--- src/rtl/instr_encoder_pkg.sv ---
// Shared field layout and opcode set for the block instruction encoder.
// Bit positions live here only so encode and decode cannot drift apart.
package instr_encoder_pkg;

  localparam int BLOCK_INSTR_OP_WIDTH = 5;
  localparam int BLOCK_REG_ADDR_WIDTH = 4;
  localparam int SHIFT_WIDTH          = 6;
  localparam int BLOCK_PMS_WIDTH      = 5;
  localparam int BLOCK_RES_ADDR_WIDTH = 6;
  localparam int BLOCK_INSTR_WIDTH    = 32;

  localparam int O = BLOCK_INSTR_OP_WIDTH;
  localparam int R = BLOCK_REG_ADDR_WIDTH;

  localparam int SRC_A_LO  = O;
  localparam int SRC_B_LO  = R + O;
  localparam int FLD_C_LO  = 2 * R + O;
  localparam int FLD_D_LO  = 3 * R + O;
  localparam int INSTR_T   = 4 * R + O;
  localparam int NSAT_BIT  = INSTR_T + 4;
  localparam int PMS_LO    = INSTR_T + 5;
  localparam int FB_FLAG_LO = 3 * R + O;
  localparam int RES_LO    =
    BLOCK_INSTR_WIDTH - BLOCK_RES_ADDR_WIDTH;

  typedef logic [O-1:0] op_t;
  typedef logic [R-1:0] reg_addr_t;
  typedef logic [BLOCK_PMS_WIDTH-1:0] pms_t;
  typedef logic [BLOCK_RES_ADDR_WIDTH-1:0] res_addr_t;
  typedef logic [BLOCK_INSTR_WIDTH-1:0] instr_word_t;

  localparam op_t OP_NOP         = 5'd0;
  localparam op_t OP_ADD         = 5'd1;
  localparam op_t OP_SUB         = 5'd2;
  localparam op_t OP_MUL         = 5'd3;
  localparam op_t OP_MAC         = 5'd4;
  localparam op_t OP_DELAY_READ  = 5'd16;
  localparam op_t OP_DELAY_WRITE = 5'd17;
  localparam op_t OP_SAVE        = 5'd18;
  localparam op_t OP_LOAD        = 5'd19;
  localparam op_t OP_MOV         = 5'd20;

  function automatic logic is_fmt_b(input op_t op);
    return op inside {
      OP_DELAY_READ, OP_DELAY_WRITE,
      OP_SAVE, OP_LOAD, OP_MOV
    };
  endfunction

  typedef struct packed {
    op_t       op;
    reg_addr_t src_a;
    reg_addr_t src_b;
    reg_addr_t src_c;
    reg_addr_t dest;
    logic      src_a_reg;
    logic      src_b_reg;
    logic      src_c_reg;
    logic      dest_reg;
    logic      saturate;
    pms_t      shift;
    res_addr_t res_addr;
    logic      fmt_b;
  } fields_t;

endpackage

--- src/rtl/instr_encoder_pack.sv ---
// Combinational field-to-word packer for format A and format B words.
// Unused bits of either format are forced to zero.
module instr_pack
  import instr_encoder_pkg::*;
(
  input  fields_t     f,
  output instr_word_t word
);

  always_comb begin
    word = '0;
    word[O-1:0]             = f.op;
    word[SRC_A_LO +: R]     = f.src_a;
    word[SRC_B_LO +: R]     = f.src_b;
    unique case (1'b1)
      f.fmt_b: begin
        word[FLD_C_LO +: R]     = f.dest;
        word[FB_FLAG_LO]        = f.src_a_reg;
        word[FB_FLAG_LO + 1]    = f.src_b_reg;
        word[FB_FLAG_LO + 2]    = f.dest_reg;
        word[RES_LO +: BLOCK_RES_ADDR_WIDTH] =
          f.res_addr;
      end
      default: begin
        word[FLD_C_LO +: R]     = f.src_c;
        word[FLD_D_LO +: R]     = f.dest;
        word[INSTR_T]           = f.src_a_reg;
        word[INSTR_T + 1]       = f.src_b_reg;
        word[INSTR_T + 2]       = f.src_c_reg;
        word[INSTR_T + 3]       = f.dest_reg;
        word[NSAT_BIT]          = ~f.saturate;
        word[PMS_LO +: BLOCK_PMS_WIDTH] = f.shift;
      end
    endcase
  end

endmodule

--- src/rtl/instr_encoder.sv ---
// Two-stage encoder: stage 1 captures fields and address, stage 2 the word.
// Addresses are handed out at acceptance and ride along with each word.
module instr_encoder
  import instr_encoder_pkg::*;
#(
  parameter int N_INSTRS   = 64,
  parameter int ADDR_WIDTH = $clog2(N_INSTRS)
) (
  input  logic                   clk,
  input  logic                   reset,
  input  logic                   prog_start,
  input  logic                   in_valid,
  output logic                   in_ready,
  input  logic [O-1:0]           operation,
  input  logic [R-1:0]           src_a,
  input  logic [R-1:0]           src_b,
  input  logic [R-1:0]           src_c,
  input  logic [R-1:0]           dest,
  input  logic                   src_a_reg,
  input  logic                   src_b_reg,
  input  logic                   src_c_reg,
  input  logic                   dest_reg,
  input  logic                   saturate,
  input  logic [SHIFT_WIDTH-1:0] instr_shift,
  input  logic [BLOCK_RES_ADDR_WIDTH-1:0] res_addr,
  output logic                   out_valid,
  input  logic                   out_ready,
  output logic [BLOCK_INSTR_WIDTH-1:0] out_instr,
  output logic [ADDR_WIDTH-1:0]  out_addr,
  output logic                   full,
  output logic                   shift_err
);

  localparam logic [ADDR_WIDTH:0] CNT_MAX =
    (ADDR_WIDTH + 1)'(N_INSTRS);

  logic [ADDR_WIDTH:0]   cnt;
  logic                  s1_valid;
  fields_t               s1;
  logic                  s1_ovf;
  logic [ADDR_WIDTH-1:0] s1_addr;
  logic                  s1_adv;
  logic                  accept;
  logic                  flush;
  fields_t               in_f;
  logic                  in_ovf;
  instr_word_t           packed_word;

  assign flush    = reset || prog_start;
  assign full     = (cnt == CNT_MAX);
  assign s1_adv   = !out_valid || out_ready;
  assign in_ready = !reset && !full && !prog_start
                 && (!s1_valid || s1_adv);
  assign accept   = in_valid && in_ready;

  always_comb begin
    in_f           = '0;
    in_f.op        = operation;
    in_f.src_a     = src_a;
    in_f.src_b     = src_b;
    in_f.src_c     = src_c;
    in_f.dest      = dest;
    in_f.src_a_reg = src_a_reg;
    in_f.src_b_reg = src_b_reg;
    in_f.src_c_reg = src_c_reg;
    in_f.dest_reg  = dest_reg;
    in_f.saturate  = saturate;
    in_f.shift     = instr_shift[BLOCK_PMS_WIDTH-1:0];
    in_f.res_addr  = res_addr;
    in_f.fmt_b     = is_fmt_b(operation);
  end

  // Only format A carries a shift, so format B never flags overflow.
  assign in_ovf = !in_f.fmt_b
    && (|instr_shift[SHIFT_WIDTH-1:BLOCK_PMS_WIDTH]);

  always_ff @(posedge clk) begin
    if (flush)
      cnt <= '0;
    else if (accept)
      cnt <= cnt + 1'b1;
  end

  always_ff @(posedge clk) begin
    if (flush)
      s1_valid <= 1'b0;
    else if (accept)
      s1_valid <= 1'b1;
    else if (s1_adv)
      s1_valid <= 1'b0;
  end

  always_ff @(posedge clk) begin
    if (reset) begin
      s1      <= '0;
      s1_ovf  <= 1'b0;
      s1_addr <= '0;
    end else if (accept) begin
      s1      <= in_f;
      s1_ovf  <= in_ovf;
      s1_addr <= cnt[ADDR_WIDTH-1:0];
    end
  end

  instr_pack u_pack (
    .f    (s1),
    .word (packed_word)
  );

  always_ff @(posedge clk) begin
    if (reset) begin
      out_valid <= 1'b0;
      out_instr <= '0;
      out_addr  <= '0;
    end else if (prog_start) begin
      out_valid <= 1'b0;
    end else if (s1_adv) begin
      out_valid <= s1_valid;
      if (s1_valid) begin
        out_instr <= packed_word;
        out_addr  <= s1_addr;
      end
    end
  end

  always_ff @(posedge clk) begin
    if (flush)
      shift_err <= 1'b0;
    else if (s1_valid && s1_ovf)
      shift_err <= 1'b1;
  end

endmodule

--- config.mk ---
export PLATFORM = sky130hd
export DESIGN_NAME = instr_encoder
export DESIGN_NICKNAME = d
export VERILOG_FILES = /design/src/rtl/instr_encoder_pkg.sv /design/src/rtl/instr_encoder_pack.sv /design/src/rtl/instr_encoder.sv
export SDC_FILE = /design/constraint.sdc
export NUM_CORES = 1
export LEC_CHECK = 0
export ABC_CLOCK_PERIOD_IN_PS = 2150
export CORE_MARGIN = 5
export CORE_UTILIZATION = 45
export DETAILED_ROUTE_END_ITERATION = 10
export MAX_ROUTING_LAYER = met4
export PLACE_DENSITY = 0.73
export SYNTH_ARGS = -nofsm -noshare
export SYNTH_HDL_FRONTEND = slang
export SYNTH_HIERARCHICAL = 1
export SYNTH_SLANG_ARGS = --single-unit
--- constraint.sdc ---
create_clock -name clk -period 2.15 [get_ports clk]
set_input_delay 0.5375 -clock clk [delete_from_list [all_inputs] [get_ports clk]]
set_output_delay 0.5375 -clock clk [all_outputs]
set_load 0.05 [all_outputs]
==> insert_results.sql <==
INSERT INTO impl_metrics (metric_group, metric, value, unit) VALUES
('outcome', 'outcome', 'complete, no violations', ''),
('grt', 'grt_usage', '18.87', '%'),
('cts', 'root_buffer', 'sky130_fd_sc_hd__clkbuf_8', ''),
('layout', 'n_fill_cell', '742', ''),
('placed_design', 'dp_hpwl', '6058', 'um'),
('worst_hold_path', 'worstHoldPathCells', '2', ''),
('detailed_routing', 'routed_length_per_placed_instance', '15.10', 'um'),
('floorplanning', 'ios', '85', ''),
('grt', 'grt_remaining_overflow', '0', ''),
('timing', 'final.period_utilization', '98.39', '%'),
('yosys', 'postSynthNetCount', '508', ''),
('layout', 'final_core_utilization', '58.96', '%'),
('setup_path', 'endpoint_type_of_the_worst_setup_path', 'primary output', ''),
('timing', 'rsz0062_at_grt', 'no', ''),
('layout', 'area_growth_syn_to_layout', '28.04', '%'),
('worst_hold_path', 'holdCritStartpoint', 's1[30]$_SDFFE_PP0P_', ''),
('flow_run', 'drv_cap', '0', ''),
('floorplanning', 'core_area', '8217', 'um^2'),
('cts', 'cts_max_path_buffers', '2', ''),
('detailed_routing', 'initial_drc_count', '322', ''),
('detailed_routing', 'wl_met3', '482', 'um'),
('placed_design', 'place.gp.congestion', '0.7746', ''),
('setup_path', 'crit-reg2reg-launch', 'cnt[0]$_SDFFE_PP0P_', ''),
('cts', 'clock_transition_at_the_registers_of_the_reported_paths', '0.09', 'ns'),
('layout', 'nets', '567', ''),
('cts', 'skew_pair_late_insertion_delay', '0.36', 'ns'),
('timing', 'layout_min_cycle_time', '2.115', 'ns'),
('power_and_ir_drop', 'power', '3.199', 'mW'),
('detailed_routing', 'met1_length', '4056', 'um'),
('timing', 'setup_viol', '0', ''),
('cts', 'number_of_cts_inserted_buffers', '9', ''),
('yosys', 'area_share_of_the_largest_cell_type_after_synthesis', '49.21', '%'),
('placed_design', 'buffer_ports.inserted', '84', ''),
('timing', 'slew_viol_final', '0', ''),
('detailed_routing', 'top_layer', 'met4', ''),
('floorplanning', 'initial_util', '46.05', '%'),
('yosys', 'ys.warnings.count', '6', ''),
('cts', 'htree_num_levels', '3', ''),
('detailed_routing', 'detail_route.first_pass.iterations', '4', ''),
('floorplanning', 'die_area', '10340', 'um^2'),
('setup_path', 'regToRegSetupSlack', '0.19', 'ns'),
('worst_hold_path', 'holdCritPathClass', 'flip-flop to flip-flop', ''),
('layout', 'final_layout_size_suffix_gt1_share', '10.82', '%'),
('yosys', 'post_synth_inst_count', '463', ''),
('floorplanning', 'row_count', '33', ''),
('layout', 'antenna_cells', '0', ''),
('power_and_ir_drop', 'leakage', '1.638', 'nW'),
('setup_path', 'timing.critical_path.fanout_max', '2', ''),
('timing', 'actual_transition_at_the_worst_max_transition_pin', '0.8602', 'ns'),
('detailed_routing', 'wl_met2', '4696', 'um'),
('cts', 'cts.sink_count', '93', ''),
('setup_path', 'cp.arrival', '1.58', 'ns'),
('detailed_routing', 'viasPerCell', '5.411', ''),
('detailed_routing', 'drtAntennaViolNets', '0', ''),
('timing', 'maxClockFrequency', '0.4727', 'GHz'),
('setup_path', 'r2r-end', 'cnt[2]$_SDFFE_PP0P_', ''),
('grt', 'grt_pass1_vias', '3126', ''),
('cts', 'tritoncts', 'yes', ''),
('timing', 'final_hold_viol_count', '0', ''),
('yosys', 'synth.yosys.seq_area_share', '49.21', '%'),
('cts', 'holdBufCountCts', '0', ''),
('timing', 'slew_headroom', '42.65', '%'),
('yosys', 'yosys_register_bits', '93', ''),
('grt', 'grt_first_pass_wirelength', '15010', 'um'),
('setup_path', 'crit_type', 'primary input to primary output', ''),
('timing', 'final.setup_skew', '0.009529', 'ns'),
('power_and_ir_drop', 'power.ir.vdd_worst', '323.9', 'uV'),
('detailed_routing', 'total_drc_errors_in_the_routed_layout', '0', ''),
('yosys', 'netlist.top_cell.by_area', 'sky130_fd_sc_hd__dfxtp_1', ''),
('yosys', 'mapped_avg_cell_area', '8.172', 'um^2'),
('yosys', 'number_of_distinct_library_cells_after_synthesis', '36', '');
==> timing repair <==
| action | in CTS | in global routing |
|---|---|---|
| setup buffers | 2 | 2 |
| resized for setup | 6 | 3 |
| pin swaps | 2 | 0 |
| setup endpoints to repair | 1 | 2 |
| hold endpoints to repair | 0 | 0 |
==> cell usage after synthesis (all sizes together) <==
| cell | instances |
|---|---|
| or3 | 1 |
| a311o | 1 |
| nor2b | 2 |
| o211ai | 1 |
| ha | 2 |
| and2 | 1 |
| nand4 | 2 |
| nand3 | 49 |
| inv | 4 |
| o41ai | 1 |
| or3b | 1 |
| and2b | 4 |
| mux2i | 2 |
| mux2 | 12 |
| nor3 | 1 |
| or4 | 1 |
| buf | 21 |
| nand3b | 1 |
| nor4 | 1 |
| and3 | 2 |
| and3b | 1 |
| nor3b | 1 |
| a21oi | 88 |
| o311ai | 1 |
| nor2 | 6 |
| o31ai | 2 |
| dfxtp | 93 |
| o21ai | 48 |
| clkbuf | 34 |
| nand2 | 78 |
| or2 | 1 |
==> registers in the layout, summed over array words and instances, names as in the netlist <==
name       count
out_instr     32
s1_ovf         1
cnt            7
s1            38
shift_err      1
out_addr       6
s1_addr        6
s1_valid       1
out_valid      1
==> cell usage in the layout (no fill, tap or decap), types with 3 or more instances in the layout <==
cell type                          n
sky130_fd_sc_hd__dfxtp_1          91
sky130_fd_sc_hd__a21oi_1          88
sky130_fd_sc_hd__nand2_1          78
sky130_fd_sc_hd__clkdlybuf4s50_1  78
sky130_fd_sc_hd__nand3_1          49
sky130_fd_sc_hd__o21ai_0          48
sky130_fd_sc_hd__buf_4            18
sky130_fd_sc_hd__clkbuf_8         10
sky130_fd_sc_hd__mux2_2            9
sky130_fd_sc_hd__nor2_1            6
sky130_fd_sc_hd__and2b_1           4
sky130_fd_sc_hd__inv_1             3
sky130_fd_sc_hd__mux2_4            3
==> metal layers <==
| layer | vias up | track usage, % |
|---|---|---|
| li1 | 1693 | - |
| met1 | 1598 | 23.30 |
| met2 | 107 | 30.13 |
| met3 | 22 | 2.204 |
| met4 | 0 | 10.12 |
| met5 | - | - |
==> worst max-delay path, stage by stage <==
cell and delay [ns]:
sky130_fd_sc_hd__dlygate4sd2_1 0.24, sky130_fd_sc_hd__or2_1 0.24, sky130_fd_sc_hd__a311o_2 0.33, sky130_fd_sc_hd__inv_2 0.08, sky130_fd_sc_hd__buf_8 0.14
==> cells by family (layout without fill, tap and decap cells) <==
| kind of cell | after synthesis | after routing | share of synthesized area [%] |
|---|---|---|---|
| flops | 93 | 93 | 49.21 |
| fa+ha+maj | 2 | 2 | 0.6613 |
| buf+inv | 59 | 123 | 7.969 |
| simple gates | 153 | 153 | 18.45 |
| mux | 14 | 14 | 4.398 |
| compound gates | 142 | 142 | 19.31 |
==> cell type report <==
type | count | area, um^2 | share of cell area, %
Clock inverter | 5 | 58.81 | 1.214
Inverter | 4 | 15.01 | 0.3099
Clock buffer | 11 | 141.4 | 2.918
Sequential cell | 93 | 1867 | 38.53
Multi-Input combinational cell | 311 | 1633 | 33.70
Tap cell | 105 | 131.4 | 2.712
Timing Repair Buffer | 103 | 998.5 | 20.61
==> where the power goes <==
part | switching, mW | internal (mW)
sequential | 0.0129 | 1.75
combinational | 0.141 | 0.118
clock | 0.610 | 0.572
==> metrics by stage <==
stage	worst slack (ns)	hold slack [ns]	instance area (um^2)	TNS, ns
2_1_floorplan	0.01307	0.4285	3800	0
3_5_place_dp	-0.2653	0.4402	4598	-7.895
3_3_place_gp	-0.2352	0.4320	4598	-6.479
5_1_grt	0.003184	0.4592	4845	0
4_1_cts	0.004982	0.4435	4820	0
6_report	0.03461	0.4411	4845	0
==> worst max path at each step <==
stage                   startpoint             endpoint  cells after the start
4_1_cts        cnt[2]$_SDFFE_PP0P_             in_ready                      4
2_1_floorplan                reset             in_ready                      6
6_report                prog_start             in_ready                      5
3_3_place_gp            prog_start             in_ready                      5
3_5_place_dp            prog_start  cnt[3]$_SDFFE_PP0P_                      6
5_1_grt                 prog_start             in_ready                      5
Power figures use the tool's default switching activity.
